## src/rtl/pacman_video_pkg.sv

```systemverilog
// pacman_video_pkg: shared 640x480 VGA timing defaults and the vblank update FSM state type.
package pacman_video_pkg;
    localparam int H_VISIBLE_AREA = 640;
    localparam int H_FRONT_PORCH  = 16;
    localparam int H_SYNC_PULSE   = 96;
    localparam int H_BACK_PORCH   = 48;
    localparam int V_VISIBLE_AREA = 480;
    localparam int V_FRONT_PORCH  = 10;
    localparam int V_SYNC_PULSE   = 2;
    localparam int V_BACK_PORCH   = 33;
    localparam int H_TOTAL = H_VISIBLE_AREA + H_FRONT_PORCH + H_SYNC_PULSE + H_BACK_PORCH;
    localparam int V_TOTAL = V_VISIBLE_AREA + V_FRONT_PORCH + V_SYNC_PULSE + V_BACK_PORCH;
    localparam int H_ADDR_WIDTH = $clog2(H_TOTAL);
    localparam int V_ADDR_WIDTH = $clog2(V_TOTAL);

    typedef enum logic [1:0] {IDLE, REQ, COMMIT} upd_state_t;
endpackage

```

## src/rtl/vga_frame_events.sv

```systemverilog
// vga_frame_events: combinational vblank-start and frame-start strobes decoded from beam coordinates.
module vga_frame_events #(
    parameter int H_ADDR_WIDTH   = pacman_video_pkg::H_ADDR_WIDTH,
    parameter int V_ADDR_WIDTH   = pacman_video_pkg::V_ADDR_WIDTH,
    parameter int V_VISIBLE_AREA = pacman_video_pkg::V_VISIBLE_AREA
) (
    input  logic                    pix_clk,
    input  logic                    rst,
    input  logic [H_ADDR_WIDTH-1:0] sx,
    input  logic [V_ADDR_WIDTH-1:0] sy,
    output logic                    vb_start,
    output logic                    fr_start
);
    // Clock and reset are part of the shared port shape; the decode itself needs neither.
    logic unused_clk_rst;
    assign unused_clk_rst = pix_clk ^ rst;

    assign vb_start = (sx == '0) && (sy == V_ADDR_WIDTH'(V_VISIBLE_AREA));
    assign fr_start = (sx == '0) && (sy == '0);
endmodule

```

## src/rtl/vblank_update_sequencer.sv

```systemverilog
// vblank_update_sequencer: walks update slots via req/ack during vblank, then pulses commit;
// also keeps the frame counter, animation phase and sticky overrun/timeout flags.
module vblank_update_sequencer #(
    parameter int H_VISIBLE_AREA = pacman_video_pkg::H_VISIBLE_AREA,
    parameter int H_FRONT_PORCH  = pacman_video_pkg::H_FRONT_PORCH,
    parameter int H_SYNC_PULSE   = pacman_video_pkg::H_SYNC_PULSE,
    parameter int H_BACK_PORCH   = pacman_video_pkg::H_BACK_PORCH,
    parameter int V_VISIBLE_AREA = pacman_video_pkg::V_VISIBLE_AREA,
    parameter int V_FRONT_PORCH  = pacman_video_pkg::V_FRONT_PORCH,
    parameter int V_SYNC_PULSE   = pacman_video_pkg::V_SYNC_PULSE,
    parameter int V_BACK_PORCH   = pacman_video_pkg::V_BACK_PORCH,
    parameter int N_SLOTS        = 4,
    parameter int TIMEOUT_CYCLES = 1024,
    parameter int ANIM_DIV       = 8,
    localparam int H_ADDR_WIDTH  = $clog2(H_VISIBLE_AREA + H_FRONT_PORCH + H_SYNC_PULSE + H_BACK_PORCH),
    localparam int V_ADDR_WIDTH  = $clog2(V_VISIBLE_AREA + V_FRONT_PORCH + V_SYNC_PULSE + V_BACK_PORCH),
    localparam int SLOT_W        = $clog2(N_SLOTS)
) (
    input  logic                    pix_clk,
    input  logic                    rst,
    input  logic [H_ADDR_WIDTH-1:0] sx,
    input  logic [V_ADDR_WIDTH-1:0] sy,
    output logic                    upd_req,
    output logic [SLOT_W-1:0]       upd_slot,
    input  logic                    upd_ack,
    output logic                    commit,
    output logic                    busy,
    output logic [7:0]              frame_cnt,
    output logic                    anim_phase,
    output logic                    err_overrun,
    output logic                    err_timeout,
    input  logic                    clear_err
);
    import pacman_video_pkg::*;

    localparam int TO_W  = $clog2(TIMEOUT_CYCLES + 1);
    localparam int DIV_W = $clog2(ANIM_DIV + 1);

    upd_state_t        state, state_nx;
    logic [SLOT_W-1:0] slot, slot_nx;
    logic [TO_W-1:0]   wait_cnt, wait_nx;
    logic [DIV_W-1:0]  anim_div;
    logic              vb_start, fr_start, timed_out, div_wrap, set_to, set_ov;

    vga_frame_events #(
        .H_ADDR_WIDTH  (H_ADDR_WIDTH),
        .V_ADDR_WIDTH  (V_ADDR_WIDTH),
        .V_VISIBLE_AREA(V_VISIBLE_AREA)
    ) u_events (
        .pix_clk (pix_clk),
        .rst     (rst),
        .sx      (sx),
        .sy      (sy),
        .vb_start(vb_start),
        .fr_start(fr_start)
    );

    assign timed_out = wait_cnt == TO_W'(TIMEOUT_CYCLES - 1);
    assign div_wrap  = anim_div == DIV_W'(ANIM_DIV - 1);

    always_ff @(posedge pix_clk) begin
        if (rst) begin
            state       <= IDLE;
            slot        <= '0;
            wait_cnt    <= '0;
            anim_div    <= '0;
            frame_cnt   <= '0;
            anim_phase  <= 1'b0;
            err_overrun <= 1'b0;
            err_timeout <= 1'b0;
        end else begin
            state    <= state_nx;
            slot     <= slot_nx;
            wait_cnt <= wait_nx;
            if (vb_start) begin
                frame_cnt  <= frame_cnt + 8'd1;
                anim_div   <= div_wrap ? '0 : anim_div + 1'b1;
                anim_phase <= anim_phase ^ div_wrap;
            end
            // A new error in the same cycle as clear_err must not be lost.
            err_overrun <= set_ov | (err_overrun & ~clear_err);
            err_timeout <= set_to | (err_timeout & ~clear_err);
        end
    end

    always_comb begin
        state_nx = state;
        slot_nx  = slot;
        wait_nx  = wait_cnt;
        set_to   = 1'b0;
        set_ov   = 1'b0;
        if (state == IDLE) begin
            if (vb_start) begin
                state_nx = REQ;
                slot_nx  = '0;
                wait_nx  = '0;
            end
        end else if (state == COMMIT) begin
            state_nx = IDLE;
        end else if (fr_start) begin
            // Visible frame began before all slots were updated: abandon without commit.
            state_nx = IDLE;
            set_ov   = 1'b1;
        end else if (upd_ack || timed_out) begin
            set_to   = ~upd_ack;
            state_nx = (slot == SLOT_W'(N_SLOTS - 1)) ? COMMIT : REQ;
            slot_nx  = slot + 1'b1;
            wait_nx  = '0;
        end else begin
            wait_nx = wait_cnt + 1'b1;
        end
    end

    assign upd_req  = state == REQ;
    assign upd_slot = upd_req ? slot : '0;
    assign commit   = state == COMMIT;
    assign busy     = state != IDLE;
endmodule

```

## config.mk

```make
export PLATFORM = sky130hd
export DESIGN_NAME = vblank_update_sequencer
export DESIGN_NICKNAME = d
export VERILOG_FILES = /design/src/rtl/pacman_video_pkg.sv /design/src/rtl/vga_frame_events.sv /design/src/rtl/vblank_update_sequencer.sv
export SDC_FILE = /design/constraint.sdc
export NUM_CORES = 1
export LEC_CHECK = 0
export BUFFER_PORTS_ARGS = -buffer_cell sky130_fd_sc_hd__buf_2
export CORE_MARGIN = 1
export CORE_UTILIZATION = 50
export CTS_BUF_LIST = sky130_fd_sc_hd__clkbuf_8
export DETAILED_ROUTE_END_ITERATION = 16
export PLACE_DENSITY_LB_ADDON = 0.05
export SETUP_SLACK_MARGIN = 0.2
export SLEW_MARGIN = 20
export SYNTH_ARGS = -nofsm -noshare
export SYNTH_HDL_FRONTEND = slang
export SYNTH_SLANG_ARGS = --single-unit
```

## constraint.sdc

```tcl
create_clock -name pix_clk -period 2.1 [get_ports pix_clk]
set_input_delay 0 -clock pix_clk [delete_from_list [all_inputs] [get_ports pix_clk]]
set_output_delay 0 -clock pix_clk [all_outputs]
set_load 0.01 [all_outputs]
```

Word level (Yosys, flattened, before mapping)
Cells that the tools add are included.
Widths: inputs -> output; s select.
{ "totals": {"regBits": 30, "word_cells": 65, "out_inout_bits": 16, "in_bits": 24} }
{ "op_classes": {"n_eq_ne": 9, "add_sub_neg": 4, "bitwise": 7, "n_mux": 25, "reduce_logical": 12} }
{ "ops": {"columns": ["operator", "count"], "rows": [
  ["$mux 11", 5],
  ["$mux 2", 12],
  ["$logic_not 10->1", 2],
  ["$add 11x1->11 const B", 1],
  ["$eq 11x10->1 const B", 1],
  ["$eq 10x9->1 const B", 1],
  ["$add 8x1->8 const B", 1],
  ["$mux 1", 7],
  ["$ne 2x1->1 const B", 3],
  ["$add 4x1->4 const B", 1],
  ["$eq 2x2->1 const B", 2],
  ["$eq 4x3->1 const B", 1],
  ["$mux 4", 1],
  ["$reduce_and 4->1", 1],
  ["$reduce_bool 2->1", 2],
  ["$reduce_bool 4->1", 1],
  ["$reduce_and 3->1", 1],
  ["$add 2x1->2 const B", 1],
  ["$and 1x1->1", 2],
  ["$eq 2x1->1 const B", 1],
  ["$logic_and 1x1->1", 2],
  ["$logic_not 2->1", 1],
  ["$not 1->1", 2],
  ["$or 1x1->1", 2],
  ["other kinds (3)", 3]
]} }

Logic depth before layout (Yosys ltp)
{ "depth": {"ltp_word": 7, "mapped_depth": 7, "mapped_depth_nobuf": 6} }

By module
From an unflattened synthesis, not the netlist that was laid out.
{ "unflattened": {"hier_cells": 159, "area_unflattened_um2": 1421.4} }
{ "modules_own_cells": {"columns": ["module", "seq_area_each_um2", "area_per_inst_um2", "cells_each", "instances"], "rows": [
  ["vblank_update_sequencer", 600.6, 1368.8, 150, 1],
  ["vga_frame_events", 0.0, 52.6, 9, 1]
]} }

Worst setup path before layout
No wires, ideal clock.
{ "synth_timing": {"kind": "register -> register", "from": "register wait_cnt[0]", "to": "register slot[1]", "setup_time_ns": 0.073, "arrival_time_ns": 1.660, "path_slack_ns": 0.366, "period_less_slack_ns": 1.734, "n_path_buf": 0, "required_ns": 2.027, "stages_incl_launch_ff": 7, "cell_sequence": "dfxtp_1 -> ha_1 -> nand3_1 -> nor4_2 -> nor3_1 -> or4b_1 -> o211ai_2"} }
{ "synth_via": {"elab_chain_len": 4} }
{ "synth_lines": {"columns": ["item", "line", "rtl"], "rows": [
  ["start, declared", "vblank_update_sequencer.sv:41", "logic [TO_W-1:0] wait_cnt, wait_nx;"],
  ["start signal, assigned", "vblank_update_sequencer.sv:74", "wait_cnt <= wait_nx;"],
  ["$eq 11x10->1", "vblank_update_sequencer.sv:58", "assign timed_out = wait_cnt == TO_W'(TIMEOUT_CYCLES - 1);"],
  ["$logic_or 1x1->1", "vblank_update_sequencer.sv:104", "end else if (upd_ack || timed_out) begin"],
  ["$reduce_bool 2->1 (no source line)", null, null],
  ["$reduce_and 4->1 (no source line)", null, null],
  ["end signal, assigned", "vblank_update_sequencer.sv:73", "slot <= slot_nx;"],
  ["end, declared", "vblank_update_sequencer.sv:40", "logic [SLOT_W-1:0] slot, slot_nx;"]
]} }
No other way between the ends.
A chain may end at the register's enable or synchronous reset.

Worst setup path after layout
Ends and elaborated chain as after synthesis.

==> qor.yml <==
status: "finished, violations left"
violations: "design-rule violations"
slowest_delay_ns: 0.50
reg2regPathDepth: 6
crit_chain: "ha_1 > nand3_2 > nor4_4 > nor3_1 > or4b_1 > o211ai_2"
total_power_uw: 1070
cp-end-kind: "register"
track_usage: 0.232
start_util: 0.545
cts.path.max_buffers: 2
n_antenna_cell: 0
leakagePower_uw: 0.000743
critPathBufInv: 0
worstSetupStartpointType: "register"
dieWidth_um: 57.5
cap_violations: 0
nets: 257
postSynthCellCount: 184
antenna_found_initial: 0
syn_avg_cell_area_um2: 8.38
post_cts_resized: 0
core-area_um2: 2830
slew_violations: 0
multi_input_area_um2: 896
drc: 7
syn2layout_area_growth_pct: 22.4
critPathSlowestCell: "or4b_1"
power_density_nw_per_um2: 564
clock_skew_ns: 0.00704
startpoint: "wait_cnt[0]$_SDFFE_PP0P_"
grt_max_degree: 23
r2r-start: "wait_cnt[0]$_SDFFE_PP0P_"
io_pins: 40
path_max_fanout: 6
grt_overflow_total: 0
critPathTopFamily: "simple AND/OR/NAND/NOR gates"
ys_ff_latch: 30
htree_levels: 2
finalWirelength_um: 3500
cts_hold_repair.buffers: 0
hold_class: "input port to register"
n_fill_cell: 247
die_h_um: 57.5
synth_area_um2: 1540
grt_pass1_wl_um: 5730
cp.depth: 6
timing.final.hold_violations: 0
io_buffers: 39
mappedNetlistNets: 212
cts_tree: "built"
p_comb_frac: 0.042
dieArea_um2: 3310
drive_gt1_frac: 0.294
post_cts_buffers: 0
finalCritPeriodShare: 0.877
synth_top_area_frac: 0.389
wl_per_cell_um: 13.5
ys.flop_type: "dfxtp_1"
arrival_ns: 2.05
p_sw_frac: 0.210
worstSkewPairLatency_ns: 0.28
critical_path_required_ns: 2.31
vias: 1476
place_hpwl_um: 2560
yosysTopAreaCell: "dfxtp_1"
reg2reg_to: "slot[1]$_SDFFE_PP0P_"
yosysUniqueCellTypes: 38
grt_pass1_vias: 1334
synthArstFlopShare: 0
gp_congestion: 0.792
setup_tns_ns: 0
p_seq_frac: 0.534
fmax_mhz: 543
regArea_um2: 601
synth-edff-count: 0
seq_area_frac_synth: 0.389
ant_nets: 0
regToRegSetupSlack_ns: 0.26
numCtsBuffers: 5
slew_headroom: 0.616
drtPass1Iterations: 12
worstSetupPathType: "register to register"
cts_root_buffer: "clkbuf_8"
pwr-share-clk: 0.423
layout_min_cycle_time_ns: 1.84
worst_slew_pin_slew_ns: 0.571
cts_sinks: 30
clk_pin_slew_ns: 0.06
p_sw_uw: 224
critPathCapture: "slot[1]$_SDFFE_PP0P_"
ir_drop_mv: 0.479
yosysWarnings: 0
finalSetupViolCount: 0
via_per_inst: 5.70
drt_iter0_markers: 48
synth_top_cells_by_area: "dfxtp_1 39%, a31oi_2 6.5%, nand2_1 4.9%, nor2_1 4.4%, xnor2_1 4.0%"
p_int_uw: 842
rows: 19
rsz0062_at_grt: "true"
-- layout by cell type (no fill, tap or decap), types with 7 or more instances in the layout --
| cell type | n |
|---|---|
| a31oi_1 | 9 |
| a21oi_1 | 7 |
| buf_2 | 39 |
| nor2_1 | 18 |
| nor3_1 | 7 |
| a31oi_2 | 8 |
| inv_1 | 8 |
| dfxtp_1 | 30 |
| nand2_1 | 20 |
| nor4_1 | 8 |
| xnor2_1 | 7 |
| o21ai_0 | 7 |
-- layout make-up --
| cell class | count | area share |
|---|---|---|
| multi-input cells | 139 | 0.474 |
| flip-flops and latches | 30 | 0.318 |
| repair buffers | 45 | 0.127 |
| clock buffers | 6 | 0.0437 |
| well taps | 31 | 0.0205 |
| inverters | 8 | 0.0159 |
-- synth_stat cells, types with 3 or more instances --
library cell and instances:
nand2_1 20, nor4_1 8, nand2b_1 3, a31oi_1 9, dfxtp_1 30, nor2b_1 4
inv_1 8, clkbuf_1 4, a31oi_2 8, a21oi_1 7, nor2_1 18, nand4_1 4
xnor2_1 7, nand3_1 7, or3_1 3, ha_1 4, nor3_1 8, o21ai_0 7
-- power groups by stage --
stage                     Sequential (uW)  Clock, uW  Combinational, uW
after floorplan                       582          0               17.6
after global placement                582          0               44.0
after detailed placement              582          0               45.3
after CTS                             569        465               45.4
after global routing                  569        494               50.0
final                                 569        451               45.2
-- metrics by stage --
stage / instance area, um2 / worst slack [ns] / util / cells / hold slack, ns
final: 1890 / 0.257 / 0.667 / 259 / 0.000396
after global routing: 1890 / 0.114 / 0.667 / 259 / 0.0193
after CTS: 1870 / 0.200 / 0.661 / 259 / 0.000695
after detailed placement: 1790 / 0.224 / 0.632 / 253 / 0.296
after global placement: 1790 / 0.296 / 0.632 / 253 / 0.286
after floorplan: 1540 / 0.366 / - / 184 / 0.177
-- worst min-delay path, stage by stage --
cell	delay (ns)
buf_2	0.08
nand2b_1	0.09
a21oi_1	0.05
-- layer usage --
layer / vias up / share of wire / global-route usage
met2: 44 / 0.47 / 0.397
met1: 669 / 0.45 / 0.271
met4: 0 / 0.015 / 0.0836
met3: 6 / 0.061 / 0.0771
met5: - / 0 / 0
li1: 757 / - / -
-- state kept, by name, summed over array words and instances, names as in the netlist --
register / count
anim_div: 4
anim_phase: 1
err_overrun: 1
err_timeout: 1
frame_cnt: 8
slot: 2
state: 2
wait_cnt: 11
-- worst min-delay path by stage --
stage              start                      to  slack, ns  cells past startpoint
6_report       clear_err  err_timeout$_SDFF_PP0_     0.0004                      3
5_1_grt        clear_err  err_timeout$_SDFF_PP0_       0.02                      3
4_1_cts        clear_err  err_timeout$_SDFF_PP0_     0.0007                      3
3_5_place_dp   clear_err  err_timeout$_SDFF_PP0_       0.30                      3
3_3_place_gp   clear_err  err_timeout$_SDFF_PP0_       0.29                      3
2_1_floorplan  clear_err  err_timeout$_SDFF_PP0_       0.18                      2
-- kinds of logic (layout without fill, tap and decap cells) --
logic type,after synthesis,in the layout,share of synthesized area
xor+xnor,7,7,0.0397
flops,30,30,0.389
simple gates,88,88,0.298
mux,2,2,0.0130
compound gates,38,38,0.185
fa+ha+maj,4,4,0.0324
buf+inv,15,59,0.0422
No activity file was read; power rests on OpenSTA's default activity.
